--- src/rtl/regfile_wb_arbiter_pkg.sv ---
`default_nettype none
// ============================================================================
// Module      : regfile_pkg
// Description : Shared constants and types for the register-file write-back
//               arbiter and scoreboard.
// Revision    : 1.0
// ============================================================================
package regfile_pkg;

   localparam int XLEN     = 32;
   localparam int ADDR_W   = 5;
   localparam int NUM_REGS = 32;

   typedef enum logic {
      WB_ALU = 1'b0,
      WB_LSU = 1'b1
   } wb_src_e;

   typedef logic [ADDR_W-1:0] reg_addr_t;

endpackage
`default_nettype wire

--- src/rtl/regfile_wb_arbiter_if.sv ---
`default_nettype none
// ============================================================================
// Module      : regfile_wb_arbiter_if
// Description : Write-back requests, issue/flush controls, scoreboard and
//               register-file write port of the write-back arbiter.
// Revision    : 1.0
// ============================================================================
interface regfile_wb_arbiter_if #(
   parameter int XLEN   = 32,
   parameter int ADDR_W = 5
);
   logic                   alu_valid;
   logic [ADDR_W-1:0]      alu_addr;
   logic [XLEN-1:0]        alu_data;
   logic                   alu_ready;
   logic                   lsu_valid;
   logic [ADDR_W-1:0]      lsu_addr;
   logic [XLEN-1:0]        lsu_data;
   logic                   lsu_ready;
   logic                   issue_en;
   logic [ADDR_W-1:0]      issue_addr;
   logic                   flush;
   logic [2**ADDR_W-1:0]   busy;
   logic                   rf_write_en;
   logic [ADDR_W-1:0]      rf_write_addr;
   logic [XLEN-1:0]        rf_write_data;

   modport master (
      output alu_valid, alu_addr, alu_data,
      output lsu_valid, lsu_addr, lsu_data,
      output issue_en, issue_addr, flush,
      input  alu_ready, lsu_ready, busy,
      input  rf_write_en, rf_write_addr, rf_write_data
   );

   modport slave (
      input  alu_valid, alu_addr, alu_data,
      input  lsu_valid, lsu_addr, lsu_data,
      input  issue_en, issue_addr, flush,
      output alu_ready, lsu_ready, busy,
      output rf_write_en, rf_write_addr, rf_write_data
   );
endinterface
`default_nettype wire

--- src/rtl/regfile_wb_arbiter_rr_arbiter2.sv ---
`default_nettype none
// ============================================================================
// Module      : rr_arbiter2
// Description : Two-input round-robin arbiter; the requester not granted last
//               wins a tie. The pointer moves only when a grant is taken.
// Revision    : 1.0
// ============================================================================
module rr_arbiter2
   import regfile_pkg::*;
(
   input  wire logic clk,
   input  wire logic reset_n,
   input  wire logic i_req_alu,
   input  wire logic i_req_lsu,
   output logic      o_gnt_alu,
   output logic      o_gnt_lsu
);

   wb_src_e r_last;

   // A grant is only ever given to a valid requester, so grant == accept.
   always_comb begin
      o_gnt_alu = i_req_alu & (~i_req_lsu | (r_last == WB_LSU));
      o_gnt_lsu = i_req_lsu & (~i_req_alu | (r_last == WB_ALU));
   end

   always_ff @(posedge clk or negedge reset_n) begin
      if (!reset_n) begin
         r_last <= WB_LSU;
      end else if (o_gnt_alu) begin
         r_last <= WB_ALU;
      end else if (o_gnt_lsu) begin
         r_last <= WB_LSU;
      end
   end

endmodule
`default_nettype wire

--- src/rtl/regfile_wb_arbiter.sv ---
`default_nettype none
// ============================================================================
// Module      : regfile_wb_arbiter
// Description : Shares the register-file write port between ALU and LSU and
//               keeps a per-register busy scoreboard for RAW hazard stalls.
// Revision    : 1.0
// ============================================================================
module regfile_wb_arbiter #(
   parameter int XLEN   = regfile_pkg::XLEN,
   parameter int ADDR_W = regfile_pkg::ADDR_W
) (
   input wire logic             clk,
   input wire logic             reset_n,
   regfile_wb_arbiter_if.slave  bus
);

   localparam int c_NUM_REGS = 2**ADDR_W;

   logic                  w_gnt_alu;
   logic                  w_gnt_lsu;
   logic                  w_acc;
   logic [ADDR_W-1:0]     w_addr;
   logic [XLEN-1:0]       w_data;
   logic [c_NUM_REGS-1:0] w_set;
   logic [c_NUM_REGS-1:0] w_clr;
   logic [c_NUM_REGS-1:0] w_busy_nxt;

   logic                  r_we;
   logic [ADDR_W-1:0]     r_waddr;
   logic [XLEN-1:0]       r_wdata;
   logic [c_NUM_REGS-1:0] r_busy;

   rr_arbiter2 u_arb (
      .clk       (clk),
      .reset_n   (reset_n),
      .i_req_alu (bus.alu_valid),
      .i_req_lsu (bus.lsu_valid),
      .o_gnt_alu (w_gnt_alu),
      .o_gnt_lsu (w_gnt_lsu)
   );

   assign bus.alu_ready = w_gnt_alu;
   assign bus.lsu_ready = w_gnt_lsu;

   always_comb begin
      w_acc  = w_gnt_alu | w_gnt_lsu;
      w_addr = w_gnt_alu ? bus.alu_addr : bus.lsu_addr;
      w_data = w_gnt_alu ? bus.alu_data : bus.lsu_data;
   end

   // x0 is never tracked, so its set/clear strobes are tied off.
   assign w_set[0] = 1'b0;
   assign w_clr[0] = 1'b0;

   generate
      for (genvar gi = 1; gi < c_NUM_REGS; gi++) begin : g_busy_bit
         assign w_set[gi] = bus.issue_en && (bus.issue_addr == ADDR_W'(gi));
         assign w_clr[gi] = w_acc && (w_addr == ADDR_W'(gi));
      end
   endgenerate

   // Set after clear: a newly issued producer supersedes the retiring one.
   always_comb begin
      w_busy_nxt = (r_busy & ~w_clr) | w_set;
      if (bus.flush) begin
         w_busy_nxt = '0;
      end
   end

   always_ff @(posedge clk or negedge reset_n) begin
      if (!reset_n) begin
         r_busy <= '0;
      end else begin
         r_busy <= w_busy_nxt;
      end
   end

   always_ff @(posedge clk or negedge reset_n) begin
      if (!reset_n) begin
         r_we    <= 1'b0;
         r_waddr <= '0;
         r_wdata <= '0;
      end else begin
         r_we <= w_acc && (w_addr != '0);
         if (w_acc) begin
            r_waddr <= w_addr;
            r_wdata <= w_data;
         end
      end
   end

   assign bus.busy          = r_busy;
   assign bus.rf_write_en   = r_we;
   assign bus.rf_write_addr = r_waddr;
   assign bus.rf_write_data = r_wdata;

endmodule
`default_nettype wire

--- src/flat_wrapper.sv ---
// flat-port wrapper written by rule: the top's interface ports become plain ports
module regfile_wb_arbiter_flat 
#(
   parameter int XLEN   = regfile_pkg::XLEN,
   parameter int ADDR_W = regfile_pkg::ADDR_W
)
  (clk, reset_n, bus_alu_valid, bus_alu_addr, bus_alu_data, bus_lsu_valid, bus_lsu_addr, bus_lsu_data, bus_issue_en, bus_issue_addr, bus_flush, bus_alu_ready, bus_lsu_ready, bus_busy, bus_rf_write_en, bus_rf_write_addr, bus_rf_write_data);
  regfile_wb_arbiter_if #(.XLEN(XLEN), .ADDR_W(ADDR_W)) bus_i ();
  input wire logic clk;
  input wire logic reset_n;
  input wire logic [$bits(bus_i.alu_valid)-1:0] bus_alu_valid;
  input wire logic [$bits(bus_i.alu_addr)-1:0] bus_alu_addr;
  input wire logic [$bits(bus_i.alu_data)-1:0] bus_alu_data;
  input wire logic [$bits(bus_i.lsu_valid)-1:0] bus_lsu_valid;
  input wire logic [$bits(bus_i.lsu_addr)-1:0] bus_lsu_addr;
  input wire logic [$bits(bus_i.lsu_data)-1:0] bus_lsu_data;
  input wire logic [$bits(bus_i.issue_en)-1:0] bus_issue_en;
  input wire logic [$bits(bus_i.issue_addr)-1:0] bus_issue_addr;
  input wire logic [$bits(bus_i.flush)-1:0] bus_flush;
  output wire logic [$bits(bus_i.alu_ready)-1:0] bus_alu_ready;
  output wire logic [$bits(bus_i.lsu_ready)-1:0] bus_lsu_ready;
  output wire logic [$bits(bus_i.busy)-1:0] bus_busy;
  output wire logic [$bits(bus_i.rf_write_en)-1:0] bus_rf_write_en;
  output wire logic [$bits(bus_i.rf_write_addr)-1:0] bus_rf_write_addr;
  output wire logic [$bits(bus_i.rf_write_data)-1:0] bus_rf_write_data;
  assign bus_i.alu_valid = bus_alu_valid;
  assign bus_i.alu_addr = bus_alu_addr;
  assign bus_i.alu_data = bus_alu_data;
  assign bus_i.lsu_valid = bus_lsu_valid;
  assign bus_i.lsu_addr = bus_lsu_addr;
  assign bus_i.lsu_data = bus_lsu_data;
  assign bus_i.issue_en = bus_issue_en;
  assign bus_i.issue_addr = bus_issue_addr;
  assign bus_i.flush = bus_flush;
  assign bus_alu_ready = bus_i.alu_ready;
  assign bus_lsu_ready = bus_i.lsu_ready;
  assign bus_busy = bus_i.busy;
  assign bus_rf_write_en = bus_i.rf_write_en;
  assign bus_rf_write_addr = bus_i.rf_write_addr;
  assign bus_rf_write_data = bus_i.rf_write_data;
  regfile_wb_arbiter #(.XLEN(XLEN), .ADDR_W(ADDR_W)) u_core (.clk(clk), .reset_n(reset_n), .bus(bus_i));
endmodule
--- config.mk ---
export PLATFORM = sky130hd
export DESIGN_NAME = regfile_wb_arbiter_flat
export DESIGN_NICKNAME = d
export VERILOG_FILES = /design/src/rtl/regfile_wb_arbiter_pkg.sv /design/src/rtl/regfile_wb_arbiter_if.sv /design/src/rtl/regfile_wb_arbiter_rr_arbiter2.sv /design/src/rtl/regfile_wb_arbiter.sv /design/src/flat_wrapper.sv
export SDC_FILE = /design/constraint.sdc
export NUM_CORES = 1
export LEC_CHECK = 0
export CAP_MARGIN = 40
export CORE_UTILIZATION = 39
export CTS_BUF_LIST = sky130_fd_sc_hd__clkbuf_8
export DETAILED_ROUTE_END_ITERATION = 6
export PLACE_DENSITY = 0.79
export RECOVER_POWER = 100
export SKIP_CTS_REPAIR_TIMING = 1
export SLEW_MARGIN = 40
export SYNTH_ARGS = -nofsm -noshare
export SYNTH_HDL_FRONTEND = slang
export SYNTH_SLANG_ARGS = --single-unit
--- constraint.sdc ---
create_clock -name clk -period 1.85 [get_ports clk]
set_clock_uncertainty 0.05 [all_clocks]
set_input_delay 0.2775 -clock clk [delete_from_list [all_inputs] [get_ports clk]]
set_output_delay 0.2775 -clock clk [all_outputs]
set_load 0.02 [all_outputs]
==> results.toml <==
[sta]
maxSlewViolCount = 0
setup_tns_ns = 0
setup_viol = 0
worst_slack_ns = 0.0600
maxSlewHeadroom_pct = 37.1
timing.final.crit_share_pct = 96.8
clock.fmax_ghz = 0.559
finalHoldViolCount = 0
rsz0062_at_grt = "no"
worstMarginPinSlew_ns = 0.944
fin_hold_ws_ns = 0.450
min_period_ns = 1.79

[outcome]
outcome = "completed"

[synth]
synth_top_area_share_pct = 50.0
synth.area.top_cells = "dfrtp_1 (50%), nor2_1 (9.0%), a311oi_1 (7.1%)"
synth-seq-cells = 70
async_reset_ff_share_pct = 100
synth_edf_count = 0
synth.yosys.seq_area_share_pct = 50.7
yosysMostFrequentCell = "nor2_1"
netlist.top_cell.by_area = "dfrtp_1"
ys_warn_count = 0
synth_area_per_cell_um2 = 8.95
synthFlopType = "dfrtp_1"
synthesis.area_mm2 = 0.00346
syn_inst = 386
syn_nets = 471
synth_common_cells = "nor2_1 (83), dfrtp_1 (69), o22ai_1 (36)"
synth.distinct_cells = 34

[place]
portBuffers = 155
gp_congestion = 0.861
dpl_cell_area_mm2 = 0.00540
dpl.hpwl_um = 8380
dpl.cell_count = 665
post-place-ws_ns = -0.263

[die]
num_rows = 33
die_w_um = 96.1
die_y_um = 96.1
start_util_pct = 41.2
io_pins = 157
core_area_mm2 = 0.00838
die_area_mm2 = 0.00924

[grt]
grt_util_all_layers_pct = 24.8
grt_pass1_wl_um = 17300
gr-total-overflow = 0
grt_max_degree = 71
antenna_found_initial = 0
grt_pass1_vias = 3588

[route]
wl_per_cell_um = 16.1
drtPass1Iterations = 4
viasPerCell = 5.49
drt_wl_total_um = 11000
drt-initial-drc-count = 240
ant_nets = 0
post-route-drc-count = 0
vias = 3742

[clock_network]
clk_pin_slew_ns = 0.07
insertion_delay_ns = 0.34
root_buffer = "clkbuf_8"
cts.sinks = 70
clock_path_buffers = 2
h-tree-depth = 3
tritoncts = "done"
numCtsBuffers = 9

[worst_setup_path]
worstSetupEndpointType = "output port"
rrSetupSlack_ns = 0.10
cp_cell_sequence = "nand2b_1 > nand2_4 > inv_4 > dlymetal6s2s_1"
crit_path_start_kind = "flop"
cp.required_ns = 1.52
worstPathMaxFanout = 4
slowest_stage = "dfstp_2"
cp.arrival_ns = 1.46
cpPeakStageDelay_ns = 0.55
worst-setup-path-type = "reg2out"

[layout]
diodes = 0
finish.net_count = 657
n_fill_cell = 672
fin_cells = 682
stdcell_area_mm2 = 0.00562
fin_util_pct = 67.0
areaGrowthSynthToFinish_pct = 62.5
drive_gt1_share_pct = 12.3

[power]
leakage_nw = 2.33
power_per_cell_area_mw_per_mm2 = 756
finalPower_mw = 4.24
max-vdd-ir-drop_uv = 418

[worst_hold_path]
hold_path.class = "reg2reg"

[run]
cap_violations = 0
[layout make-up]
cell class | count | area [um2] | share of cell area, %
multi-input cells | 286 | 1560 | 27.8
inverters | 4 | 17.5 | 0.312
clock inverters | 5 | 97.6 | 1.74
clock buffers | 11 | 151 | 2.70
well taps | 105 | 131 | 2.34
flip-flops and latches | 70 | 1750 | 31.2
repair buffers | 201 | 1900 | 33.9
[worst max-delay path: cells and delay by family (launching register included)]
family        cells  cell delay [ns]
flops             1             0.55
buf+inv           2             0.33
simple gates      2             0.25
[power by group]
group          switching [mW]  internal (mW)
clock network           0.567          0.960
registers              0.0586           1.64
logic                   0.541          0.473
[metal layers]
metal | up-vias | global-route usage, % | wire (um)
met1 | 1761 | 30.6 | 4370
li1 | 1799 | - | -
met4 | 0 | 9.20 | 208
met5 | - | 0 | 0
met3 | 16 | 6.56 | 947
met2 | 166 | 41.5 | 5480
[placed cells by master, fill, tap and decap left out, types with 16 or more instances in the layout]
cell / count
nand2_1: 34
a311oi_1: 28
dfrtp_1: 69
buf_4: 39
clkdlybuf4s50_1: 82
nand4_1: 16
a21oi_1: 29
o22ai_1: 36
dlygate4sd3_1: 71
nor2_1: 83
[path summary, 6_finish.rpt]
check | startpoint | endpoint | cells past startpoint
max | u_core.u_arb.r_last$_DFFE_PN1P_ | bus_alu_ready | 4
min | u_core.u_arb.r_last$_DFFE_PN1P_ | u_core.u_arb.r_last$_DFFE_PN1P_ | 2
max reg2reg | u_core.u_arb.r_last$_DFFE_PN1P_ | u_core.bus.busy[2]$_DFF_PN0_ | 6
min reg2reg | u_core.u_arb.r_last$_DFFE_PN1P_ | u_core.u_arb.r_last$_DFFE_PN1P_ | 2
max in group asynchronous | reset_n | u_core.bus.rf_write_data[15]$_DFFE_PN0P_ | 3
min in group asynchronous | reset_n | u_core.bus.busy[26]$_DFF_PN0_ | 3
[kinds of logic after synthesis]
logic type             Yosys count  share of synthesized area, %
AO/OA/AOI/OAI                  119                          23.2
buffers and inverters           30                          4.05
flip-flops                      70                          50.7
AND/OR/NAND/NOR                166                          21.9
other                            1                         0.109
[registers in the layout, indices dropped and copies added, names as in the netlist]
register                  cells
u_core.bus.busy              31
u_core.bus.rf_write_addr      5
u_core.bus.rf_write_data     32
u_core.bus.rf_write_en        1
u_core.u_arb.r_last           1
No activity file was read; power rests on OpenSTA's default activity.
==> patch 1, RTL diff (same settings) <==
Make the reset (`reset_n`) synchronous in 3 clocked blocks.
--- a/src/rtl/regfile_wb_arbiter_rr_arbiter2.sv
+++ b/src/rtl/regfile_wb_arbiter_rr_arbiter2.sv
@@ -26,3 +26,3 @@
 
-   always_ff @(posedge clk or negedge reset_n) begin
+   always_ff @(posedge clk) begin
       if (!reset_n) begin
--- a/src/rtl/regfile_wb_arbiter.sv
+++ b/src/rtl/regfile_wb_arbiter.sv
@@ -69,3 +69,3 @@
 
-   always_ff @(posedge clk or negedge reset_n) begin
+   always_ff @(posedge clk) begin
       if (!reset_n) begin
@@ -77,3 +77,3 @@
 
-   always_ff @(posedge clk or negedge reset_n) begin
+   always_ff @(posedge clk) begin
       if (!reset_n) begin
Check against the original RTL: differs if reset_n is asserted again (counterexample within 4 cycles, from zero or initial values and one cycle with reset_n low); with reset_n held inactive, the same outputs for 10 cycles.
==> patch 1 against the unedited design <==
Sequential power down 5%; synthesized area decreased by 3.3%; worst setup slack improved by 0.047 ns; total power decreased by 15%; clock power shrank 25%; highest routed layer unchanged; sequential cell count unchanged; routed wire length grew 1.0%; critical path type is now register to register; final area is 4.6% lower.
==> patch 1: results <==
export IMPL_portBuffers=155
export IMPL_synth_edff_count=0
export IMPL_first_pass_iters=5
export IMPL_synth_main_ff_cell="dfxtp_1"
export IMPL_r2r_slack_ns=0.11
export IMPL_grt_pass1_wl_um=17700
export IMPL_path_clk_slew_ns=0.08
export IMPL_place_congestion=0.961
export IMPL_cts_root_buf="clkbuf_8"
export IMPL_slew_limit_headroom_pct=66.2
export IMPL_drive_gt1_share_pct=13.6
export IMPL_ir_drop_mv=0.486
export IMPL_grtUsageTotal_pct=25.2
export IMPL_via_per_inst=5.67
export IMPL_clockBufferDepth=2
export IMPL_totalWireLength_um=11100
export IMPL_diodes=0
export IMPL_status="complete, no violations"
export IMPL_dp_slack_ns=-0.316
export IMPL_final_cells=679
export IMPL_finish_net_count=654
export IMPL_dpl_hpwl_um=8310
export IMPL_grt_pass1_vias=3713
export IMPL_htree_levels=3
export IMPL_min_path_type="primary input to register"
export IMPL_syn_inst=396
export IMPL_synth_cell_types=42
export IMPL_largest_reg_flops=32
export IMPL_drtIter0Drc=232
export IMPL_ys_async_sr_fraction_pct=0
export IMPL_clk_latency_ns=0.34
export IMPL_leakage_nw=2.17
export IMPL_ys_top_cells_by_area="dfxtp_1, nor2_1, o221ai_1, o21ai_0, o221a_2"
export IMPL_cts_made_buffers=9
export IMPL_period_needed_ns=1.74
export IMPL_cellInternalPower_mw=2.52
export IMPL_syn_num_nets=481
export IMPL_critical_path_arrival_ns=1.93
export IMPL_dp_cells=661
export IMPL_grt_max_degree=39
export IMPL_ys_warn_count=0
export IMPL_ys_seq_area_share_pct=41.9
export IMPL_path_max_fanout=7
export IMPL_synth_common_cells="nor2_1, dfxtp_1, o221ai_1"
==> patch 1: changes by cell type after synthesis, moves of 11 or more <==
cell,delta
o21ai_0,+20
a31oi_1,+14
o22ai_1,-36
nand2_1,-16
o221ai_1,+31
dfrtp_1,-69
nor2_1,+13
a311oi_1,-28
a21oi_1,-21
dfxtp_1,+70
o221a_2,+11
nand4_1,-11
o21a_1,+11
==> patch 1: worst max-delay path, cell delays in order, from the launching register on <==
cell,delay (ns)
dfxtp_1,0.36
nand2b_2,0.27
a2111oi_1,0.57
nor2_1,0.09
o31a_1,0.30
==> patch 1: cells by family (layout without fill, tap and decap cells) <==
group,after synthesis,in the layout,synth area share (%)
DFF,70,70,41.9
buffers and inverters,36,213,5.39
and+or+nand+nor,152,153,21.0
AOI/OAI and AO/OA,137,137,31.5
other,1,1,0.112
==> patch 1: worst paths after layout <==
path / startpoint / to / cells past startpoint
max: u_core.u_arb.r_last / u_core.bus.busy[12] / 4
min: bus_lsu_valid / u_core.bus.rf_write_data[31] / 3
min reg2reg: u_core.bus.rf_write_data[5] / u_core.bus.rf_write_data[5] / 2
max reg2reg: u_core.u_arb.r_last / u_core.bus.busy[12] / 4
==> patch 1: power groups by stage <==
stage | Sequential [mW] | Clock (mW) | Combinational [mW]
6_report | 1.62 | 1.15 | 0.843
2_1_floorplan | 1.74 | 0 | 0.296
3_3_place_gp | 1.65 | 0 | 0.854
4_1_cts | 1.62 | 1.17 | 0.874
5_1_grt | 1.63 | 1.25 | 0.906
3_5_place_dp | 1.66 | 0 | 0.870
==> patch 1: through the flow <==
stage / cell area [µm²] / hold WS, ns / utilization (%) / TNS (ns)
floorplan: 3340 / 0.348 / - / 0
global placement: 5190 / 0.411 / 62.9 / -7.15
detailed placement: 5190 / 0.423 / 62.9 / -8.14
CTS: 5380 / 0.435 / 65.1 / -0.611
global route: 5360 / 0.405 / 64.9 / 0
finish: 5360 / 0.379 / 64.9 / 0
==> patch 1: layer usage <==
metal  up-vias  wire [µm]  GRT usage [%]
met3        28       1070           9.02
met5         -          0              0
met2       195       5300           41.6
met1      1801       4540           30.7
li1       1827          -              -
met4         0        211           7.83
==> patch 1: layout make-up <==
type	count	area, µm²
fillers	691	2900
repair buffers	194	1850
multi-input cells	291	1770
flip-flops and latches	70	1400
clock buffers	10	138
well taps	105	131
clock inverters	6	47.5
inverters	3	12.5
==> patch 2, RTL diff (same settings) <==
Without the edit above. `XLEN` is set to 32 in 2 places; all go to 64.
--- a/src/rtl/regfile_wb_arbiter_pkg.sv
+++ b/src/rtl/regfile_wb_arbiter_pkg.sv
@@ -9,3 +9,3 @@
 
-   localparam int XLEN     = 32;
+   localparam int XLEN     = 64;
    localparam int ADDR_W   = 5;
--- a/src/rtl/regfile_wb_arbiter_if.sv
+++ b/src/rtl/regfile_wb_arbiter_if.sv
@@ -8,3 +8,3 @@
 interface regfile_wb_arbiter_if #(
-   parameter int XLEN   = 32,
+   parameter int XLEN   = 64,
    parameter int ADDR_W = 5
Ports: changed (resized bus_alu_data, bus_lsu_data and bus_rf_write_data); port bits go from 157 to 253. No check against the original RTL was run, so the function may have changed too.
==> patch 2 against the unedited design <==
Final cell count grew 44%; sequential cell count grew 32; worst setup slack gained 0.014 ns; total power grew 30%; final area grew 43%; synthesized area increased by 42%; routed wire length increased by 47%; combinational power up 64%.
==> patch 2: results <==
export IMPL_clk_latency_ns=0.36
export IMPL_grt_pass1_vias=5256
export IMPL_ir_drop_mv=0.431
export IMPL_slowest_delay_ns=0.69
export IMPL_grt_max_degree=58
export IMPL_grtUsageTotal_pct=25.2
export IMPL_post_dp_cell_area_mm2=0.00791
export IMPL_cpLargestDelayFamily="buffers and inverters"
export IMPL_ys_seq_area_share_pct=52.0
export IMPL_status="complete, no violations"
export IMPL_min_path_type="primary input to async pin"
export IMPL_first_pass_iters=5
export IMPL_via_per_inst=5.29
export IMPL_dp_slack_ns=-0.218
export IMPL_crit_slowest_cell="dlygate4sd3_1"
export IMPL_ys_top_cells_by_area="dfrtp_1, nor2_1, o22ai_1, a311oi_1, a21oi_1"
export IMPL_place_congestion=0.805
export IMPL_antenna_found_initial=0
export IMPL_leakage_nw=3.26
export IMPL_largest_reg_flops=64
export IMPL_synth_common_cells="nor2_1, dfrtp_1, o22ai_1"
export IMPL_drive_gt1_share_pct=11.3
export IMPL_finish_net_count=958
export IMPL_avgSynthCellArea_um2=9.24
export IMPL_path_clk_slew_ns=0.09
export IMPL_dp_cells=965
export IMPL_syn_num_nets=680
export IMPL_totalWireLength_um=16200
export IMPL_drtIter0Drc=339
export IMPL_synth_cell_types=38
export IMPL_grt_pass1_wl_um=25600
export IMPL_dpl_hpwl_um=12800
patch 2: layout make-up:
| class | instances | area share [%] |
|---|---|---|
| Multi-Input combinational cell | 386 | 26.3 |
| Clock inverter | 5 | 0.421 |
| Sequential cell | 102 | 31.8 |
| Tap cell | 168 | 2.62 |
| Timing Repair Buffer | 306 | 36.8 |
| Clock buffer | 11 | 1.89 |
| Inverter | 4 | 0.187 |
patch 2: routing by layer:
layer | routed length, µm | GRT usage [%]
met5 | 0 | 0
met1 | 6120 | 28.8
met3 | 1330 | 5.66
met2 | 8240 | 45.0
met4 | 535 | 11.6
patch 2: kinds of logic (layout without fill, tap and decap cells):
| group | after synthesis | count (layout) | synth area share [%] |
|---|---|---|---|
| and+or+nand+nor | 230 | 230 | 20.4 |
| AOI/OAI and AO/OA | 155 | 155 | 23.1 |
| DFF | 102 | 102 | 52.0 |
| buffers and inverters | 43 | 326 | 4.33 |
| other | 1 | 1 | 0.0764 |
patch 2: power breakdown:
| part | total (mW) | internal (mW) | switching, mW |
|---|---|---|---|
| Combinational | 1.66 | 0.791 | 0.867 |
| Clock | 1.34 | 0.561 | 0.776 |
| Sequential | 2.52 | 2.43 | 0.0962 |
| Total | 5.52 | 3.78 | 1.74 |
patch 2: path summary, 6_finish.rpt:
kind                                              start                           end  slack [ns]  depth (start not counted)
min in group clk                        bus_alu_data[2]   u_core.bus.rf_write_data[2]        0.45                          3
max                                  u_core.bus.busy[5]                   bus_busy[5]        0.07                          1
min                                             reset_n            u_core.bus.busy[8]        0.29                          2
max reg2reg                         u_core.u_arb.r_last           u_core.bus.busy[30]        0.09                          7
min reg2reg                u_core.bus.rf_write_data[15]  u_core.bus.rf_write_data[15]        0.46                          2
max in group asynchronous                       reset_n  u_core.bus.rf_write_data[63]        0.28                          3
